--- src/rtl/mio_bus_arbiter_pkg.sv ---
// Shared definitions for the memory/IO bus arbiter: FSM state encoding,
// master index constants and the round-robin pointer advance helper.
package mio_arb_pkg;

    typedef enum logic [1:0] {
        ST_IDLE  = 2'd0,
        ST_ISSUE = 2'd1,
        ST_WAIT  = 2'd2,
        ST_DONE  = 2'd3
    } arb_state_t;

    localparam int REQ_CPU     = 0;
    localparam int MAX_NUM_REQ = 8;

    // Next round-robin start position: the master after id, wrapping to the CPU.
    function automatic logic [2:0] next_ptr(input logic [2:0] id, input int num_req);
        if (int'(id) >= num_req - 1) begin
            return 3'(REQ_CPU);
        end
        return id + 3'd1;
    endfunction

endpackage

--- src/rtl/mio_bus_arbiter_rr_picker.sv ---
// Combinational round-robin picker: selects the first pending master at or
// after the pointer, searching cyclically.
module rr_picker #(
    parameter int NUM_REQ = 3
) (
    input  logic [NUM_REQ-1:0] i_pending,
    input  logic [2:0]         i_ptr,
    output logic               o_valid,
    output logic [2:0]         o_index
);

    int w_rel;
    int w_best;

    // Distance from the pointer decides priority; the smallest pending distance wins.
    always_comb begin
        o_valid = 1'b0;
        o_index = 3'd0;
        w_rel   = 0;
        w_best  = NUM_REQ;
        for (int i = 0; i < NUM_REQ; i++) begin
            if (i >= int'(i_ptr)) begin
                w_rel = i - int'(i_ptr);
            end else begin
                w_rel = i - int'(i_ptr) + NUM_REQ;
            end
            if (i_pending[i] && (w_rel < w_best)) begin
                w_best  = w_rel;
                o_valid = 1'b1;
                o_index = 3'(i);
            end
        end
    end

endmodule

--- src/rtl/mio_bus_arbiter.sv ---
// Round-robin arbiter sharing one memory/IO bus among NUM_REQ masters, one
// transaction at a time, with a timeout that turns a missing ack into an error completion.
module mio_bus_arbiter
    import mio_arb_pkg::*;
#(
    parameter int NUM_REQ = 3,
    parameter int DATA_W  = 32,
    parameter int ADDR_W  = 32,
    parameter int TIMEOUT = 255
) (
    input  logic                      clk,
    input  logic                      reset,
    input  logic [NUM_REQ-1:0]        i_req_rd,
    input  logic [NUM_REQ-1:0]        i_req_wr,
    input  logic [NUM_REQ*ADDR_W-1:0] i_req_addr,
    input  logic [NUM_REQ*DATA_W-1:0] i_req_wdata,
    output logic [NUM_REQ-1:0]        o_req_ready,
    output logic [DATA_W-1:0]         o_req_rdata,
    output logic                      o_bus_err,
    output logic [2:0]                o_grant_id,
    output logic                      o_mem_rd,
    output logic                      o_mem_wr,
    output logic [ADDR_W-1:0]         o_mem_addr,
    output logic [DATA_W-1:0]         o_mem_wdata,
    input  logic [DATA_W-1:0]         i_mem_rdata,
    input  logic                      i_mem_ack
);

    // The abort fires on the TIMEOUT-th WAIT cycle without an ack.
    localparam logic [15:0] TIMEOUT_LAST = 16'(TIMEOUT - 1);

    arb_state_t          r_state;
    logic [2:0]          r_ptr;
    logic [2:0]          r_id;
    logic                r_rd;
    logic                r_wr;
    logic                r_err;
    logic [ADDR_W-1:0]   r_addr;
    logic [DATA_W-1:0]   r_wdata;
    logic [DATA_W-1:0]   r_capt;
    logic [15:0]         r_count;
    logic [NUM_REQ-1:0]  r_req_ready;
    logic [DATA_W-1:0]   r_req_rdata;
    logic                r_bus_err;
    logic                r_mem_rd;
    logic                r_mem_wr;
    logic [ADDR_W-1:0]   r_mem_addr;
    logic [DATA_W-1:0]   r_mem_wdata;

    logic [NUM_REQ-1:0]  w_pending;
    logic                w_pick_valid;
    logic [2:0]          w_pick_id;
    logic                w_sel_rd;
    logic                w_sel_wr;
    logic [ADDR_W-1:0]   w_sel_addr;
    logic [DATA_W-1:0]   w_sel_wdata;
    logic [NUM_REQ-1:0]  w_ready_vec;

    assign w_pending = i_req_rd | i_req_wr;

    rr_picker #(
        .NUM_REQ (NUM_REQ)
    ) u_picker (
        .i_pending (w_pending),
        .i_ptr     (r_ptr),
        .o_valid   (w_pick_valid),
        .o_index   (w_pick_id)
    );

    always_comb begin
        w_sel_rd    = 1'b0;
        w_sel_wr    = 1'b0;
        w_sel_addr  = '0;
        w_sel_wdata = '0;
        w_ready_vec = '0;
        for (int i = 0; i < NUM_REQ; i++) begin
            if (w_pick_id == 3'(i)) begin
                w_sel_rd    = i_req_rd[i];
                w_sel_wr    = i_req_wr[i];
                w_sel_addr  = i_req_addr[i*ADDR_W +: ADDR_W];
                w_sel_wdata = i_req_wdata[i*DATA_W +: DATA_W];
            end
            w_ready_vec[i] = (r_id == 3'(i));
        end
    end

    // Completion outputs are pulsed only from DONE; every other state clears them.
    always_ff @(posedge clk or posedge reset) begin
        if (reset) begin
            r_state     <= ST_IDLE;
            r_ptr       <= 3'(REQ_CPU);
            r_id        <= 3'd0;
            r_rd        <= 1'b0;
            r_wr        <= 1'b0;
            r_err       <= 1'b0;
            r_addr      <= '0;
            r_wdata     <= '0;
            r_capt      <= '0;
            r_count     <= 16'd0;
            r_req_ready <= '0;
            r_req_rdata <= '0;
            r_bus_err   <= 1'b0;
            r_mem_rd    <= 1'b0;
            r_mem_wr    <= 1'b0;
            r_mem_addr  <= '0;
            r_mem_wdata <= '0;
        end else begin
            r_req_ready <= '0;
            r_req_rdata <= '0;
            r_bus_err   <= 1'b0;
            case (r_state)
                ST_IDLE: begin
                    if (w_pick_valid) begin
                        r_id    <= w_pick_id;
                        r_rd    <= w_sel_rd;
                        r_wr    <= w_sel_wr;
                        r_addr  <= w_sel_addr;
                        r_wdata <= w_sel_wdata;
                        r_capt  <= '0;
                        if (w_sel_rd && w_sel_wr) begin
                            r_err   <= 1'b1;
                            r_state <= ST_DONE;
                        end else begin
                            r_err   <= 1'b0;
                            r_state <= ST_ISSUE;
                        end
                    end
                end
                ST_ISSUE: begin
                    r_mem_rd    <= r_rd;
                    r_mem_wr    <= r_wr;
                    r_mem_addr  <= r_addr;
                    r_mem_wdata <= r_wdata;
                    r_count     <= 16'd0;
                    r_state     <= ST_WAIT;
                end
                ST_WAIT: begin
                    if (i_mem_ack) begin
                        r_capt   <= r_rd ? i_mem_rdata : '0;
                        r_mem_rd <= 1'b0;
                        r_mem_wr <= 1'b0;
                        r_state  <= ST_DONE;
                    end else if (r_count == TIMEOUT_LAST) begin
                        r_capt   <= '0;
                        r_err    <= 1'b1;
                        r_mem_rd <= 1'b0;
                        r_mem_wr <= 1'b0;
                        r_state  <= ST_DONE;
                    end else begin
                        r_count <= r_count + 16'd1;
                    end
                end
                ST_DONE: begin
                    r_req_ready <= w_ready_vec;
                    r_req_rdata <= r_capt;
                    r_bus_err   <= r_err;
                    r_ptr       <= next_ptr(r_id, NUM_REQ);
                    r_state     <= ST_IDLE;
                end
                default: begin
                    r_state <= ST_IDLE;
                end
            endcase
        end
    end

    assign o_req_ready = r_req_ready;
    assign o_req_rdata = r_req_rdata;
    assign o_bus_err   = r_bus_err;
    assign o_grant_id  = r_id;
    assign o_mem_rd    = r_mem_rd;
    assign o_mem_wr    = r_mem_wr;
    assign o_mem_addr  = r_mem_addr;
    assign o_mem_wdata = r_mem_wdata;

endmodule

--- config.mk ---
export PLATFORM = sky130hd
export DESIGN_NAME = mio_bus_arbiter
export DESIGN_NICKNAME = d
export VERILOG_FILES = /design/src/rtl/mio_bus_arbiter_pkg.sv /design/src/rtl/mio_bus_arbiter_rr_picker.sv /design/src/rtl/mio_bus_arbiter.sv
export SDC_FILE = /design/constraint.sdc
export NUM_CORES = 1
export LEC_CHECK = 0
export ABC_AREA = 1
export CORE_AREA = 5 5 157 159
export DETAILED_ROUTE_END_ITERATION = 10
export DIE_AREA = 0 0 162 164
export PLACE_DENSITY = 0.87
export SYNTH_ARGS = -nofsm -noshare
export SYNTH_HDL_FRONTEND = slang
export SYNTH_SLANG_ARGS = --single-unit
--- constraint.sdc ---
create_clock -name clk -period 17.4 [get_ports clk]
set_clock_uncertainty 0.15 [all_clocks]
set_input_delay 2.61 -clock clk [delete_from_list [all_inputs] [get_ports clk]]
set_output_delay 2.61 -clock clk [all_outputs]
set_load 0.1 [all_outputs]
==> results.json, run 1 <==
{
  "cts_resized": 0,
  "post_cts_buffers": 0,
  "grt_use_total_pct": 26.2,
  "antenna_found_initial": 0,
  "critPathKind": "in2reg",
  "tns_ns": 0,
  "yosysUniqueCellTypes": 44,
  "cts_root_buf": "clkbuf_16",
  "drive_above_1_share_pct": 3.86,
  "met3_length_mm": 2.38,
  "synth_area_per_cell_sq_um": 7.53,
  "final-setup-viol-count": 0,
  "clk_latency_ns": 0.53,
  "die_y_um": 164,
  "fillers": 1819,
  "gp_congestion": 0.898,
  "cp_slowest_cell": "inv_4",
  "grt_overflow": 0,
  "numCtsBuffers": 24,
  "end_kind": "flop",
  "vias": 11500,
  "cts_sinks": 224,
  "required_ns": 17.69,
  "met2WireLength_mm": 17.6,
  "worst_pin_slew_ns": 1.14,
  "yosys-top-cells-area": "dfrtp_1 (46%), nand2_1 (23%), ha_1 (7.1%), nand3_1 (5.0%), inv_1 (3.9%)",
  "yosysSeqAreaShare_pct": 46.5,
  "hold_violations": 0,
  "synth_top_area_share_pct": 46.5,
  "crit_top_cell": "nand2_1",
  "yosysWarnings": 0,
  "hold_buffers": 0,
  "worstPathArrival_ns": 9.38,
  "cts_buffer_depth": 3,
  "ant_nets": 0,
  "post_drt_wl_per_cell_um": 16.1,
  "dp_hpwl_mm": 25.7,
  "fp.dieW_um": 162,
  "rsz0062_at_grt": "no",
  "mappedNetlistNets": 1904,
  "max_slew_margin_pct": 24.3,
  "start_util_pct": 52.2,
  "clk_pin_slew_ns": 0.06,
  "h-tree-depth": 1,
  "port_buffers": 336,
  "area_growth_pct": 35.1,
  "tritoncts": "built",
  "period_minus_slack_ns": 9.09,
  "pin_count": 338,
  "drt-total-wl_mm": 35.6,
  "ys_ff_latch": 224,
  "initialDrtViolationCount": 929,
  "met1_length_mm": 14.5,
  "yosysTopAreaCell": "dfrtp_1",
  "maxCapViolations": 0,
  "drv_slew": 0,
  "grt_max_degree": 155,
  "status": "completed",
  "via_per_inst": 5.21,
  "synthCells": 1602,
  "crit_fanout": 81,
  "core_sq_um": 23100,
  "finalCritPeriodShare_pct": 52.2,
  "nets": 2204,
  "drc": 0,
  "highest_layer": "met4",
  "antenna_cells": 0,
  "std_cell_rows": 56,
  "dieArea_sq_um": 26600,
  "startpoint_type": "input pin",
  "syn-cell-area_sq_um": 12100,
  "dr.pass1.iters": 5,
  "hold_class": "reg2reg",
  "first_global_vias": 11200,
  "grt_pass1_wl_mm": 56.7,
  "max_freq_mhz": 110,
  "cp_slowest_stage_delay_ns": 0.71
}
==> flip-flops by register name (all words and copies together) (netlist names) <==
register,count
o_bus_err,1
o_mem_rd,1
r_count,16
r_capt,32
r_addr,32
r_wr,1
o_mem_wr,1
r_rd,1
o_req_ready,3
r_ptr,3
r_err,1
o_mem_wdata,32
o_mem_addr,32
o_grant_id,2
r_state,2
o_req_rdata,32
r_wdata,32
==> critical path, delay by kind of cell <==
kind / cells / cell delay, ns
AND/OR/NAND/NOR: 26 / 3.61
AO/OA/AOI/OAI: 6 / 1.10
buffers and inverters: 5 / 1.34
adder cells (fa/ha/maj): 2 / 0.60
==> through the flow <==
step                hold WS [ns]  setup slack (ns)  instance area [sq um]  util (%)  std cells
finish                     0.301              8.31                  16300      70.5       2207
detailed placement         0.294              7.85                  15500      66.9       2166
global placement           0.286              8.14                  15500      66.9       2166
floorplan                  0.280              8.51                  12100         -       1602
global route               0.315              7.61                  16300      70.5       2207
CTS                        0.306              8.35                  16300      70.5       2207
==> placed cells by master, fill, tap and decap left out, drive strengths merged <==
master         instances
clkbuf                35
nor4                   4
mux2                   1
nand3                123
fa                     1
bufinv                 1
a31oi                  5
a2111oi                1
a211oi                 1
o21a                   2
nor2                  41
nor3                   9
a21oi                 45
o41ai                  1
o21bai                 1
o22ai                  3
inv                  132
ha                    68
conb                   1
nand3b                 1
and3                   1
xnor2                  1
or2                    7
nor3b                  5
and2                   1
o21ai                 91
nand2                751
clkinvlp               2
nor4b                  1
clkinv                 3
xor2                   3
nand4                  5
buf                    8
clkdlybuf4s50        336
o31ai                  2
dfrtp                224
==> Yosys cell counts, drive strengths merged <==
| master | number |
|---|---|
| a211oi | 1 |
| o31ai | 2 |
| xor2 | 3 |
| o21bai | 1 |
| ha | 68 |
| nand3 | 123 |
| dfrtp | 224 |
| conb | 1 |
| nor2 | 41 |
| a31oi | 5 |
| clkbuf | 28 |
| fa | 1 |
| o21ai | 91 |
| nor3 | 9 |
| o41ai | 1 |
| inv | 130 |
| and3 | 1 |
| buf | 42 |
| or2 | 7 |
| nor4b | 1 |
| nand3b | 1 |
| xnor2 | 1 |
| nand4 | 5 |
| mux2 | 1 |
| o22ai | 3 |
| clkinv | 2 |
| a21oi | 45 |
| nor3b | 5 |
| a2111oi | 1 |
| and2 | 1 |
| o21a | 2 |
| nor4 | 4 |
| nand2 | 751 |
==> final timing paths <==
kind	slack, ns	to	start	depth (start not counted)
worst max-delay path	8.31	r_wdata[5]	i_req_rd[0]	39
worst min-delay path	0.30	o_req_rdata[12]	r_capt[12]	2
worst max register to register	8.98	r_wdata[5]	r_ptr[0]	43
worst min register to register	0.30	o_req_rdata[12]	r_capt[12]	2
max in group asynchronous	13.02	o_mem_addr[7]	reset	3
min in group asynchronous	2.56	r_wdata[14]	reset	2
==> cell type report <==
cell class,count,area (sq um),area share [%]
flip-flops and latches,224,5610,34.4
multi-input cells,1176,5580,34.2
repair buffers,344,3420,21.0
clock buffers,35,732,4.49
clock inverters,6,88.8,0.545
well taps,290,363,2.23
inverters,132,508,3.12
==> cell families (layout without fill, tap and decap cells) <==
kind of cell	Yosys count	after routing	synth area share [%]
XOR/XNOR	4	4	0.291
flip-flops	224	224	46.5
buffers and inverters	202	517	7.35
adder cells (fa/ha/maj)	69	69	7.22
AO/OA/AOI/OAI	152	152	6.58
multiplexers	1	1	0.0934
other	1	1	0.0311
AND/OR/NAND/NOR	949	949	32.0
==> metal layers <==
| metal | vias up | GRT usage (%) |
|---|---|---|
| met2 | 397 | 44.5 |
| li1 | 5633 | - |
| met4 | 0 | 7.54 |
| met5 | - | 0 |
| met1 | 5409 | 34.5 |
| met3 | 66 | 5.12 |
Power of run 1 is left out: the tool's default activity adds up to more than one toggle a clock period on the data nets, which glitch-free logic cannot reach.
==> inputs of run 2 (changes only) <==
- CORE_AREA: 5 5 157 159 -> 5 5 163 165
- DIE_AREA: 0 0 162 164 -> 0 0 168 170
- PLACE_DENSITY: 0.87 -> 0.81
- clock period: 17.4 -> 9.3 ns (I/O delays scaled with it)
==> run 2 against run 1 <==
Global-route usage decreased by 2.0 points. Setup slack worse by 7.3 ns. Routed wire length increased by 1.7%. Highest routed layer is now met5.
==> results.json, run 2 (synthesis gave the netlist of run 1 again) <==
{
  "antenna_found_initial": 1,
  "vias": 11500,
  "hold_buffers": 0,
  "dr.pass1.iters": 5,
  "cp_slowest_cell": "nor2_4",
  "worstPathArrival_ns": 8.55,
  "grt_pass1_wl_mm": 56.8,
  "cts_buffer_depth": 3,
  "pin_count": 338,
  "final-setup-viol-count": 0,
  "core_sq_um": 24900,
  "area_growth_pct": 36.4,
  "start_util_pct": 48.5,
  "die_y_um": 170,
  "drive_above_1_share_pct": 4.11,
  "drc": 0,
  "numCtsBuffers": 25,
  "max_slew_margin_pct": 21.6,
  "post_drt_wl_per_cell_um": 16.1,
  "most-common-layout-cells": "nand2_1 (747), clkdlybuf4s50_1 (336), dfrtp_1 (224)",
  "rsz0062_at_grt": "no",
  "critPathKind": "reg2reg",
  "hold_violations": 0,
  "required_ns": 9.61,
  "max_freq_mhz": 121,
  "register_area_sq_um": 5610,
  "tritoncts": "built",
  "startpoint_type": "flop",
  "cts_sinks": 224,
  "cts_resized": 0,
  "std_cell_rows": 58,
  "fp.dieW_um": 168,
  "grt_overflow": 0,
  "h-tree-depth": 1,
  "crit_top_cell": "nand2_1",
  "worst_pin_slew_ns": 1.17,
  "via_per_inst": 5.08,
  "period_minus_slack_ns": 8.24,
  "end_kind": "flop",
  "drv_slew": 0,
  "maxCapViolations": 0,
  "tns_ns": 0,
  "crit_fanout": 37,
  "dp_hpwl_mm": 26.3,
  "fillers": 2125,
  "port_buffers": 336,
  "gp_congestion": 0.958,
  "min_path_cells": 2,
  "finalCritPeriodShare_pct": 88.6,
  "rr_worst_depth": 43,
  "clk_pin_slew_ns": 0.06,
  "cts_root_buf": "clkbuf_16",
  "multi_input_comb_area_sq_um": 5580,
  "post_cts_buffers": 0,
  "cp_slowest_stage_delay_ns": 0.65,
  "first_global_vias": 11100,
  "drt-total-wl_mm": 36.2,
  "initialDrtViolationCount": 826,
  "nets": 2207,
  "mostFrequentLayoutCell": "nand2_1",
  "antenna_cells": 0,
  "ant_nets": 0,
  "status": "completed",
  "grt_use_total_pct": 24.3,
  "clk_latency_ns": 0.52,
  "hold_class": "reg2reg",
  "dieArea_sq_um": 28600,
  "grt_max_degree": 151
}
run 2: cell type report:
type	instances	share of cell area (%)
sequential	224	34.1
multi-input combinational	1176	33.9
timing repair buffer	346	21.1
clock buffer	34	4.37
inverter	132	3.10
tap	330	2.51
clock inverter	11	0.981
run 2: path summary, 6_finish.rpt:
path | slack, ns | startpoint | to
setup / recovery | 1.06 | r_ptr[0] | r_capt[30]
hold / removal | 0.31 | r_capt[11] | o_req_rdata[11]
setup reg to reg | 1.06 | r_ptr[0] | r_capt[30]
hold reg to reg | 0.31 | r_capt[11] | o_req_rdata[11]
max in group asynchronous | 6.06 | reset | o_mem_wdata[3]
min in group asynchronous | 1.37 | reset | o_mem_wdata[20]
run 2: metrics by stage:
stage	instance area [sq um]	setup slack, ns	std cells	hold slack [ns]	util (%)
detailed placement	15600	1.02	2208	0.297	62.5
global route	16400	0.00492	2253	0.328	66.1
floorplan	12100	1.62	1602	0.280	-
finish	16400	1.06	2253	0.306	66.1
CTS	16400	1.01	2253	0.307	66.1
global placement	15600	1.40	2208	0.286	62.5
run 2: critical path, delay by kind of cell, from the launching register on:
family                     cells  cell delay, ns
adders and majority gates      5            1.66
buffers and inverters          4            0.49
AOI/OAI and AO/OA              5            1.01
DFF                            1            0.47
and+or+nand+nor               29            4.39
run 2: layer usage:
layer  up-vias  share of wire (%)  track usage, %
met4         2                3.5            7.83
met3        79                7.2            4.99
met5         -              0.033               0
met2       390                 48            40.1
met1      5333                 41            32.3
li1       5651                  -               -
Power of run 2 is left out for the same reason.
==> inputs of run 3 (changes only) <==
- CORE_AREA: 5 5 163 165 -> 5 5 159 161
- CTS_CLUSTER_DIAMETER: not set -> 30
- DIE_AREA: 0 0 168 170 -> 0 0 164 166
- PLACE_DENSITY: 0.81 -> 0.8
- SYNTH_HIERARCHICAL: not set -> 1
==> run 3 against run 2 <==
Die area is 4.7% lower. Sequential share of layout area is 1.0 points higher. Register-to-register slack better by 2.1 ns. Setup slack better by 2.1 ns. Via count is 10% lower. Non-clock buffer count is 7 higher. Worst hold slack worse by 0.011 ns. Design area is 2.4% lower. Utilization is 1.3 points higher.
==> results.json, run 3 <==
{
  "drv_slew": 0,
  "cts_root_buf": "clkbuf_16",
  "synth_ff_type": "dfrtp_1",
  "drc": 0,
  "mostFrequentLayoutCell": "nand2_1",
  "use_met2_pct": 39.5,
  "start_util_pct": 46.1,
  "synthCells": 1333,
  "mappedNetlistNets": 1597,
  "tritoncts": "built",
  "dp_hpwl_mm": 22.7,
  "max_slew_margin_pct": 25.2,
  "hold_buffers": 0,
  "vias": 10300,
  "synth_area_per_cell_sq_um": 8.24,
  "dieArea_sq_um": 27200,
  "synth_commonest_cells": "nand2_1 (395), dfrtp_1 (225), nand3_1 (158)",
  "numCtsBuffers": 44,
  "grt_pass1_wl_mm": 53.0,
  "end_kind": "flop",
  "yosys-top-cells-area": "dfrtp_1 (51%), nand2_1 (13%), nand3_1 (7.2%), a31oi_1 (3.6%), ha_1 (3.4%)",
  "yosysTopAreaCell": "dfrtp_1",
  "hold_class": "reg2reg",
  "drt-total-wl_mm": 32.9,
  "clk_latency_ns": 0.53,
  "area_growth_pct": 46.1,
  "final-setup-viol-count": 0,
  "most-common-layout-cells": "nand2_1 (394), clkdlybuf4s50_1 (337), dfrtp_1 (225)",
  "yosysWarnings": 6,
  "drive_above_1_share_pct": 9.67,
  "first_global_vias": 10300,
  "die_y_um": 166,
  "antenna_cells": 0,
  "crit_fanout": 73,
  "yosysUniqueCellTypes": 38,
  "grtUsageMet1_pct": 30.0,
  "syn-cell-area_sq_um": 11000,
  "fp.dieW_um": 164,
  "std_cell_rows": 57,
  "grt_max_degree": 112,
  "period_minus_slack_ns": 6.17,
  "fillers": 1907,
  "grt_overflow": 0,
  "finalCritPeriodShare_pct": 66.3,
  "via_per_inst": 5.13,
  "worst_pin_slew_ns": 1.12,
  "ys_ff_latch": 225,
  "use_met3_pct": 6.60,
  "required_ns": 9.58,
  "yosysMostFrequentCell": "nand2_1",
  "rsz0062_at_grt": "no",
  "worstPathArrival_ns": 6.45,
  "dr.pass1.iters": 5,
  "status": "completed",
  "core_sq_um": 23800,
  "port_buffers": 337,
  "critPathKind": "reg2reg",
  "synth_top_area_share_pct": 51.3,
  "synth-edff-count": 0,
  "post_cts_buffers": 0,
  "ant_nets": 0,
  "startpoint_type": "flop",
  "initialDrtViolationCount": 821,
  "async_flop_share_pct": 100,
  "pin_count": 338,
  "h-tree-depth": 2,
  "maxCapViolations": 0,
  "top_usage_layer": "met2",
  "nets": 1915,
  "cts_resized": 0,
  "post_drt_wl_per_cell_um": 16.4,
  "max_freq_mhz": 162,
  "antenna_found_initial": 1,
  "cts_sinks": 225,
  "clk_pin_slew_ns": 0.05,
  "grt_use_total_pct": 23.9,
  "yosysSeqAreaShare_pct": 51.3,
  "cts_buffer_depth": 3,
  "tns_ns": 0,
  "gp_congestion": 0.883,
  "hold_violations": 0
}
-- run 3: cells by family after synthesis --
family,Yosys count,synth area share (%)
AO/OA/AOI/OAI,211,11.5
XOR/XNOR,9,0.718
adder cells (fa/ha/maj),31,3.60
buffers and inverters,172,6.58
flip-flops,225,51.3
multiplexers,1,0.102
other,1,0.0341
AND/OR/NAND/NOR,683,26.2
-- run 3: critical path, cell delays in order (launching register included) --
cell       delay [ns]
dfrtp_1          0.52
inv_2            0.18
ha_1             0.27
ha_1             0.30
inv_1            0.07
o21ai_0          0.13
a21oi_1          0.20
nand3_2          0.12
nand2_2          0.10
nand2_1          0.08
ha_1             0.29
a2111oi_0        0.40
nand2_1          0.11
nand2_2          0.11
nand2_4          0.10
o21ai_0          0.19
ha_1             0.27
a2111oi_0        0.43
nand2_1          0.12
nand2_2          0.10
nand2_1          0.07
nand2_1          0.11
nand2_2          0.06
buf_4            0.34
inv_2            0.38
buf_4            0.54
nor2_1           0.10
a31oi_1          0.18
-- run 3: metrics by stage --
step / hold slack [ns] / utilization, % / area [sq um] / instances / setup slack (ns)
2_1_floorplan: 0.283 / - / 11000 / 1333 / 1.59
3_3_place_gp: 0.290 / 61.1 / 14500 / 1929 / 2.83
3_5_place_dp: 0.295 / 61.1 / 14500 / 1929 / 2.64
4_1_cts: 0.301 / 67.4 / 16100 / 2010 / 3.17
5_1_grt: 0.319 / 67.4 / 16100 / 2010 / 2.49
6_report: 0.295 / 67.4 / 16100 / 2010 / 3.13
-- run 3: cell type report --
cell class | count | area, sq um | share of cell area, %
clock buffer | 52 | 1210 | 7.55
clock inverter | 29 | 298 | 1.86
inverter | 91 | 349 | 2.17
multi-input combinational | 936 | 4650 | 29.0
sequential | 225 | 5630 | 35.1
tap | 324 | 405 | 2.53
timing repair buffer | 353 | 3510 | 21.8
-- run 3: path summary, 6_finish.rpt --
check	end	startpoint	cells past startpoint	slack (ns)
worst max-delay path	r_addr[6]	r_ptr[0]	27	3.13
max in group asynchronous	o_mem_addr[0]	reset	3	6.37
worst max register to register	r_addr[6]	r_ptr[0]	27	3.13
worst min-delay path	o_req_rdata[10]	r_capt[10]	2	0.29
min in group asynchronous	o_req_rdata[15]	reset	2	1.19
worst min register to register	o_req_rdata[10]	r_capt[10]	2	0.29
-- run 3: routing by layer --
metal | wire length [um] | part of all wire (%)
met5 | 13 | 0.040
met4 | 1200 | 3.7
met3 | 2880 | 8.7
met2 | 16000 | 49
met1 | 12800 | 39
Power of run 3 is left out for the same reason.
